**src/rtl/axis_pkg.sv**
```systemverilog
// Shared definitions for the AXI-Stream byte frame transmitter.
package axis_pkg;

    localparam int DATA_W_DEF = 8;
    localparam int CNT_W_DEF  = 5;

    typedef enum logic [0:0] {
        IDLE = 1'b0,
        SEND = 1'b1
    } tx_state_t;

endpackage

```
**src/rtl/axis_byte_fifo.sv**
```systemverilog
// Single-clock FIFO with combinational read of the head entry.
// Pushes to a full FIFO and pops from an empty one are ignored.
module axis_byte_fifo #(
    parameter int DATA_W = 8,
    parameter int DEPTH  = 32
) (
    input  logic                     clk,
    input  logic                     reset,
    input  logic                     push,
    input  logic                     pop,
    input  logic [DATA_W-1:0]        din,
    output logic [DATA_W-1:0]        dout,
    output logic [$clog2(DEPTH):0]   count,
    output logic                     full,
    output logic                     empty
);

    localparam int AW = $clog2(DEPTH);

    logic [DATA_W-1:0] mem [DEPTH];
    logic [AW-1:0]     wr_ptr;
    logic [AW-1:0]     rd_ptr;
    logic [AW:0]       count_next;
    logic              do_push;
    logic              do_pop;

    assign do_push = push && !full;
    assign do_pop  = pop && !empty;
    assign dout    = mem[rd_ptr];

    always_comb begin
        count_next = count;
        if (do_push && !do_pop) count_next = count + 1'b1;
        if (do_pop && !do_push) count_next = count - 1'b1;
    end

    // NOTE: storage is deliberately not reset; the pointers and count define
    // which entries are valid, so clearing the array would only cost logic.
    always_ff @(posedge clk) begin
        if (do_push) mem[wr_ptr] <= din;
    end

    // NOTE: all sequential state uses non-blocking assignments so every flop
    // samples pre-edge values regardless of block ordering.
    always_ff @(posedge clk or posedge reset) begin
        if (reset) begin
            wr_ptr <= '0;
            rd_ptr <= '0;
            count  <= '0;
            full   <= 1'b0;
            empty  <= 1'b1;
        end else begin
            if (do_push) wr_ptr <= wr_ptr + 1'b1;
            if (do_pop)  rd_ptr <= rd_ptr + 1'b1;
            count <= count_next;
            full  <= (count_next == (AW+1)'(DEPTH));
            empty <= (count_next == '0);
        end
    end

endmodule

```
**src/rtl/axis_byte_frame_tx.sv**
```systemverilog
// Byte FIFO feeding an AXI-Stream master that emits fixed-length frames,
// starting a frame only once the whole frame is already buffered.
module axis_byte_frame_tx
    import axis_pkg::*;
#(
    parameter int DATA_W = DATA_W_DEF,
    parameter int DEPTH  = 32,
    parameter int CNT_W  = CNT_W_DEF
) (
    input  logic              clk,
    input  logic              reset,
    input  logic [DATA_W-1:0] wr_data,
    input  logic              wr_en,
    output logic              wr_full,
    output logic              wr_overflow,
    input  logic [CNT_W-1:0]  frame_len,
    output logic [DATA_W-1:0] T_data_out,
    output logic              T_valid_out,
    input  logic              T_ready,
    output logic              T_last_out,
    output logic [CNT_W-1:0]  frame_cnt
);

    localparam int AW = $clog2(DEPTH);

    tx_state_t         state;
    logic [CNT_W-1:0]  beats_left;
    logic [AW:0]       count;
    logic [DATA_W-1:0] fifo_q;
    logic              fifo_empty;
    logic              pop;
    logic              handshake;
    logic              start_ok;

    axis_byte_fifo #(
        .DATA_W (DATA_W),
        .DEPTH  (DEPTH)
    ) u_fifo (
        .clk    (clk),
        .reset  (reset),
        .push   (wr_en),
        .pop    (pop),
        .din    (wr_data),
        .dout   (fifo_q),
        .count  (count),
        .full   (wr_full),
        .empty  (fifo_empty)
    );

    assign handshake = T_valid_out && T_ready;

    // A frame may start only when every one of its bytes is already buffered,
    // so valid never has to drop in the middle of a frame.
    assign start_ok = (frame_len != '0) && (32'(count) >= 32'(frame_len));

    always_comb begin
        pop = 1'b0;
        case (state)
            IDLE: pop = start_ok;
            SEND: pop = handshake && ((beats_left != '0) || start_ok);
            default: pop = 1'b0;
        endcase
    end

    always_ff @(posedge clk or posedge reset) begin
        if (reset) begin
            state       <= IDLE;
            T_data_out  <= '0;
            T_valid_out <= 1'b0;
            T_last_out  <= 1'b0;
            beats_left  <= '0;
            frame_cnt   <= '0;
        end else begin
            case (state)
                IDLE: begin
                    if (start_ok) begin
                        T_data_out  <= fifo_q;
                        T_valid_out <= 1'b1;
                        T_last_out  <= (frame_len == CNT_W'(1));
                        beats_left  <= frame_len - 1'b1;
                        state       <= SEND;
                    end
                end
                SEND: begin
                    if (handshake) begin
                        if (beats_left != '0) begin
                            T_data_out <= fifo_q;
                            T_last_out <= (beats_left == CNT_W'(1));
                            beats_left <= beats_left - 1'b1;
                        end else begin
                            frame_cnt <= frame_cnt + 1'b1;
                            // Chain straight into the next frame to avoid a bubble.
                            if (start_ok) begin
                                T_data_out <= fifo_q;
                                T_last_out <= (frame_len == CNT_W'(1));
                                beats_left <= frame_len - 1'b1;
                            end else begin
                                T_valid_out <= 1'b0;
                                T_last_out  <= 1'b0;
                                state       <= IDLE;
                            end
                        end
                    end
                end
                default: state <= IDLE;
            endcase
        end
    end

    always_ff @(posedge clk or posedge reset) begin
        if (reset)                  wr_overflow <= 1'b0;
        else if (wr_en && wr_full)  wr_overflow <= 1'b1;
    end

endmodule

```
**config.mk**
```make
export PLATFORM = sky130hd
export DESIGN_NAME = axis_byte_frame_tx
export DESIGN_NICKNAME = d
export VERILOG_FILES = /design/src/rtl/axis_pkg.sv /design/src/rtl/axis_byte_fifo.sv /design/src/rtl/axis_byte_frame_tx.sv
export SDC_FILE = /design/constraint.sdc
export NUM_CORES = 1
export LEC_CHECK = 0
export CAP_MARGIN = 0
export CORE_ASPECT_RATIO = 0.6
export CORE_MARGIN = 2
export CORE_UTILIZATION = 35
export CTS_BUF_LIST = sky130_fd_sc_hd__clkbuf_4 sky130_fd_sc_hd__clkbuf_8
export CTS_CLUSTER_DIAMETER = 150
export DETAILED_ROUTE_END_ITERATION = 12
export GPL_TIMING_DRIVEN = 0
export PLACE_DENSITY_LB_ADDON = 0.25
export SYNTH_ARGS = -nofsm -noshare
export SYNTH_HDL_FRONTEND = slang
export SYNTH_HIERARCHICAL = 1
export SYNTH_SLANG_ARGS = --single-unit
export TNS_END_PERCENT = 50
```
**constraint.sdc**
```tcl
create_clock -name clk -period 3.4 [get_ports clk]
set_input_delay 0.51 -clock clk [delete_from_list [all_inputs] [get_ports clk]]
set_output_delay 0.51 -clock clk [all_outputs]
set_load 0.005 [all_outputs]
```
# Yosys cells after proc, flatten, opt, wreduce, memory -nomap -nowiden
# Memories as Yosys holds them, arrays and structs flattened.
# Cells that the tools add are included.
# totals
reg_bits,40
latch_bits,0
mem_bits_rw,256
mem_bits_ro,0
inputBits,17
output_inout_bits,17
word_cells,76
n_memories,1
# mem_list
name,words,width,rd,rd_clocked_by_memory_dff,wr,line,rtl
u_fifo.mem,32,8,1,0,1,axis_byte_fifo.sv:20,logic [DATA_W-1:0] mem [DEPTH];
# classes
add_sub_neg,7
mul,0
div,0
order_cmp,1
eq_ne,7
shifts,0
n_mux,27
n_bitwise,2
reduce_logical,19
# ops
operator,n
$mux W8,3
$pmux W8 S2,1
$add A5 B1 Y5 const B,3
$mux W5,3
$mux W1,13
$mux W6,2
$eq A5 B1 Y1 const B,2
$pmux W5 S2,1
$reduce_bool A5 Y1,2
$sub A5 B1 Y5 const B,2
$logic_and A1 B1 Y1,8
$pmux W1 S2,4
$add A6 B1 Y6 const B,1
$eq A6 B6 Y1 const B,1
$ge A6 B5 Y1,1
$logic_not A6 Y1,1
$ne A2 B2 Y1 const B,3
$sub A6 B1 Y6 const B,1
$logic_not A1 Y1,4
$reduce_and A4 Y1,1
$reduce_and A3 Y1,1
$ne A2 B1 Y1 const B,1
$not A1 Y1,2
$reduce_and A2 Y1,1
$logic_or A1 B1 Y1,1

# Longest topological paths before layout
# depth
word_depth,11
mapped_depth,14
ltp_nobuf,12

# Cells and area by module
# The synthesis kept the hierarchy.
# modules_own_cells
mod,n_inst,cells_each,area_each_um2,seq_area_each_um2
axis_byte_fifo,1,672,11048.1,8139.1
axis_byte_frame_tx,1,119,1310.0,550.5

# Worst setup path before layout
# OpenSTA, ideal clock, no wires.
# synth_timing
path_type,in2reg
startpoint,input frame_len[1]
endpoint,register u_fifo.full
setup_ps,128
t_arrival_ps,2884
required_time_ps,3272
slack_ps,388
cell_stages,14
path_buffers,2
cell_sequence,inv_1 > ha_1 > or4b_4 > and2_4 > a21oi_4 > a21o_4 > buf_12 > inv_1 > and2b_1 > buf_4 > and4_1 > o21a_1 > o22ai_1 > nor3b_2
# synth_via
elab_chain_cells,11
elab_cells_between_ends,13
classes_between,1 x order compare; 1 x eq/ne; 3 x mux; 8 x reduce/logical
# synth_rtl
element,line,rtl
from (decl),axis_byte_frame_tx.sv:16,"input logic [CNT_W-1:0] frame_len,"
$ge A6 B5 Y1 / $reduce_bool A5 Y1 (equally long branches),axis_byte_frame_tx.sv:54,assign start_ok = (frame_len != '0) && (32'(count) >= 32'(frame_len));
$logic_and A1 B1 Y1 *,axis_byte_frame_tx.sv:54,
$logic_or A1 B1 Y1,axis_byte_frame_tx.sv:60,SEND: pop = handshake && ((beats_left != '0) || start_ok);
$logic_and A1 B1 Y1,axis_byte_frame_tx.sv:60,
$pmux W1 S2 *,axis_byte_frame_tx.sv:58,case (state)
via pop,axis_byte_frame_tx.sv:31,logic pop;
$logic_and A1 B1 Y1 *,axis_byte_fifo.sv:28,assign do_pop = pop && !empty;
$logic_not A1 Y1,axis_byte_fifo.sv:33,if (do_push && !do_pop) count_next = count + 1'b1;
$logic_and A1 B1 Y1,axis_byte_fifo.sv:33,
$mux W6,axis_byte_fifo.sv:33,
$mux W6 *,axis_byte_fifo.sv:34,if (do_pop && !do_push) count_next = count - 1'b1;
$eq A6 B6 Y1 *,axis_byte_fifo.sv:56,full <= (count_next == (AW+1)'(DEPTH));
to (signal assigned),axis_byte_fifo.sv:56,
to (decl),axis_byte_fifo.sv:14,"output logic full,"
# The timed path passes the listed nets; every way through them passes the cells marked *.
# A chain may end at the register's enable or synchronous reset.

# Worst setup path after layout
# layout_timing
startpoint,input frame_len[0]
endpoint,register u_fifo.full
# The elaborated chain is that of the path after synthesis.

==> flow_metrics.tcl <==
set metrics [dict create \
    yosysTopAreaCell "edfxtp_1" \
    cts_buffers 44 \
    async_flop_share_pct 13.51 \
    path_buf_inv 5 \
    max_freq_ghz 0.3136 \
    fill_cells 3261 \
    min_period_ns 3.188 \
    globalplace.congestion 0.8577 \
    core_area_um2 34880 \
    overflow 0 \
    final_util_pct 40.40 \
    synth_common_cells "edfxtp_1 (256), mux2i_1 (128), a22oi_1 (64)" \
    post-place-cells 1291 \
    crit_slowest_cell "clkdlybuf4s50_1" \
    drt_iter0_markers 710 \
    finalCritPeriodShare_pct 93.78 \
    synth_area_leaders "edfxtp_1 (62%), mux2i_1 (10%), dfrtp_1 (7.9%)" \
    wl_per_cell_um 21.86 \
    synth_top_area_share_pct 62.21 \
    finalWirelength_mm 29.95 \
    ir_worst_vdd_uv 292.1 \
    ys.flop_type "edfxtp_1" \
    cp-end-kind "register" \
    synth.most_common_cell "edfxtp_1" \
    rsz0062_at_grt "no" \
    finalNonFillerCells 1370 \
    netlist_area_um2 12360 \
    antenna_found_initial 0 \
    critPathRequiredTime_ns 3.83 \
    rr_startpoint "u_fifo/count[0]" \
    post_dp_cell_area_um2 13260 \
    die_area_um2 36880 \
    viasPerCell 5.166 \
    cp-start-kind "primary input" \
    dpl.hpwl_mm 19.56 \
    htreeDepth 2 \
    io_buffers 33 \
    setup_violations 0 \
    drc 0 \
    r2r_end "u_fifo/full" \
    cp_cell_sequence "clkdlybuf4s50_1 > inv_1 > ha_1 > or4b_4 > a21boi_1 > a21oi_4 > a21o_4 > buf_12 > inv_1 > and2b_1 > buf_4 > and4_1 > o21a_1 > o22ai_1 > nor3b_2" \
    clock_skew_ns 0.02218 \
    p_leak_nw 4.831 \
    tightestPinTransition_ns 1.366 \
    design_area_um2 14090 \
    grt_pass1_vias 6605 \
    worstSetupPathType "primary input to register" \
    tns_ns 0 \
    start_util_pct 35.43 \
    ys_ff_latch 296 \
    cp_top_family "buffers and inverters" \
    power_density_nw_per_um2 739.3 \
    synth_area_per_cell_um2 15.62 \
    ys_types 63 \
    cts_tree "yes" \
    layout-drive-gt1-share_pct 12.42 \
    vias 7078 \
    power_mw 10.42 \
    path_common_cell "inv_1" \
    pre_cts_ws_ns -0.4893 \
    worst-r2r-cell-count 14 \
    crit_path_max_incr_delay_ns 0.51 \
    synthCells 791 \
    whs_ns 0.4322 \
    first_pass_iters 5 \
    cp.arrival_ns 3.62 \
    cp_num_cells 15 \
    syn_nets 826 \
    die-height_um 149.6 \
    grt_pass1_wl_mm 43.64 \
    area_growth_pct 14.04 \
    final_antenna_net_count 0 \
    setup_ws_ns 0.2116 \
    clkSlewWorstSetupHoldPaths_ns 0.06 \
    clkSinkCount 296 \
    yosys_warnings 6 \
    clock_latency_ns 0.57 \
    cp_max_fo 10 \
    final_hold_viol_count 0 \
    ff2ff_setup_slack_ns 0.39 \
    grt_max_degree 33 \
    yosysSeqAreaShare_pct 70.31 \
    maxSlewViolCount 0 \
    outcome "finished clean" \
    die_w_um 246.6 \
    root_buffer "clkbuf_8" \
    layout.nets 907 \
    cts.path.max_buffers 3 \
    synth_edf_count 256 \
    hold_class "primary input to async pin" \
    gr-usage-all-layers_pct 16.44 \
    cap_violations 0 \
    num_rows 53 \
    ios 34 \
    slew_headroom_pct 8.617 \
]
sequential cells by signal (all words and copies together) (netlist names):
name and flops:
u_fifo/count 6, beats_left 5, frame_cnt 5, u_fifo/empty 1, u_fifo/mem 256, u_fifo/full 1
wr_overflow 1, u_fifo/wr_ptr 5, state 1, u_fifo/rd_ptr 5, T_last_out 1, T_data_out 8
T_valid_out 1
worst max path at each step:
| stage | from | to | slack, ns |
|---|---|---|---|
| final | frame_len[0] | u_fifo/full | 0.21 |
| after global routing | frame_len[0] | u_fifo/empty | 0.04 |
| after CTS | frame_len[0] | u_fifo/full | 0.12 |
| after detailed placement | frame_len[0] | u_fifo/full | -0.49 |
| after global placement | frame_len[0] | u_fifo/full | -0.49 |
| after floorplan | frame_len[1] | u_fifo/full | 0.39 |
worst reg2reg max path, stage by stage (launching register included):
cell	delay (ns)
dfrtp_1	0.46
inv_1	0.10
ha_1	0.27
nand2b_1	0.14
a21o_1	0.22
a21oi_4	0.18
a21o_4	0.18
buf_12	0.16
inv_1	0.09
and2b_1	0.17
buf_4	0.17
and4_1	0.21
o21a_1	0.20
o22ai_1	0.28
nor3b_2	0.08
power breakdown:
group	switching [mW]	internal [mW]
Combinational	1.89	1.22
Sequential	0.238	4.32
Clock	1.33	1.42
Total	3.46	6.96
repair_timing:
item	CTS	global route
gates resized for setup	0	2
buffers inserted	0	2
setup endpoints to repair	0	2
hold buffers	0	0
cell usage in the layout (no fill, tap or decap), drive strengths merged, types with 5 or more instances in the layout:
cell | Yosys | layout
edfxtp | 256 | 256
mux2i | 128 | 128
clkbuf | 21 | 77
a22oi | 65 | 65
nor2 | 47 | 47
nand3 | 40 | 40
dfrtp | 39 | 39
clkdlybuf4s50 | 0 | 29
buf | 20 | 26
inv | 20 | 20
nand2 | 19 | 19
clkinv | 0 | 19
ha | 18 | 18
xnor2 | 15 | 15
nand4 | 14 | 14
nor3 | 9 | 9
mux2 | 9 | 9
o21ai | 7 | 7
and2 | 7 | 7
nor2b | 5 | 5
routing by layer:
metal	wire length, um	global-route usage, %	vias up
met5	0	0	-
met2	11400	20.20	236
met4	552	4.639	0
met1	15240	26.80	3575
met3	2758	5.022	50
li1	-	-	3217
final cells by class:
cell class                      instances  area, um2  area share, %
Sequential cell                       296       8690          61.66
Buffer                                 41      200.2          1.420
Timing Repair Buffer                   35      325.3          2.308
Clock inverter                         20      105.1         0.7457
Inverter                               20      75.07         0.5327
Tap cell                              467      584.3          4.146
Clock buffer                           56      701.9          4.980
Antenna cell                            1      2.502        0.01776
Multi-Input combinational cell        434       3410          24.19
logic make-up (layout without fill, tap and decap cells):
kind of cell / after synthesis / in the layout / share of synthesized area (%)
buf+inv: 61 / 172 / 2.227
other cells: 0 / 1 / 0
compound gates: 97 / 97 / 6.014
simple gates: 165 / 165 / 7.016
flops: 296 / 296 / 70.31
fa+ha+maj: 18 / 18 / 1.822
mux: 137 / 137 / 11.34
xor+xnor: 17 / 17 / 1.266
Power figures use the tool's default switching activity.
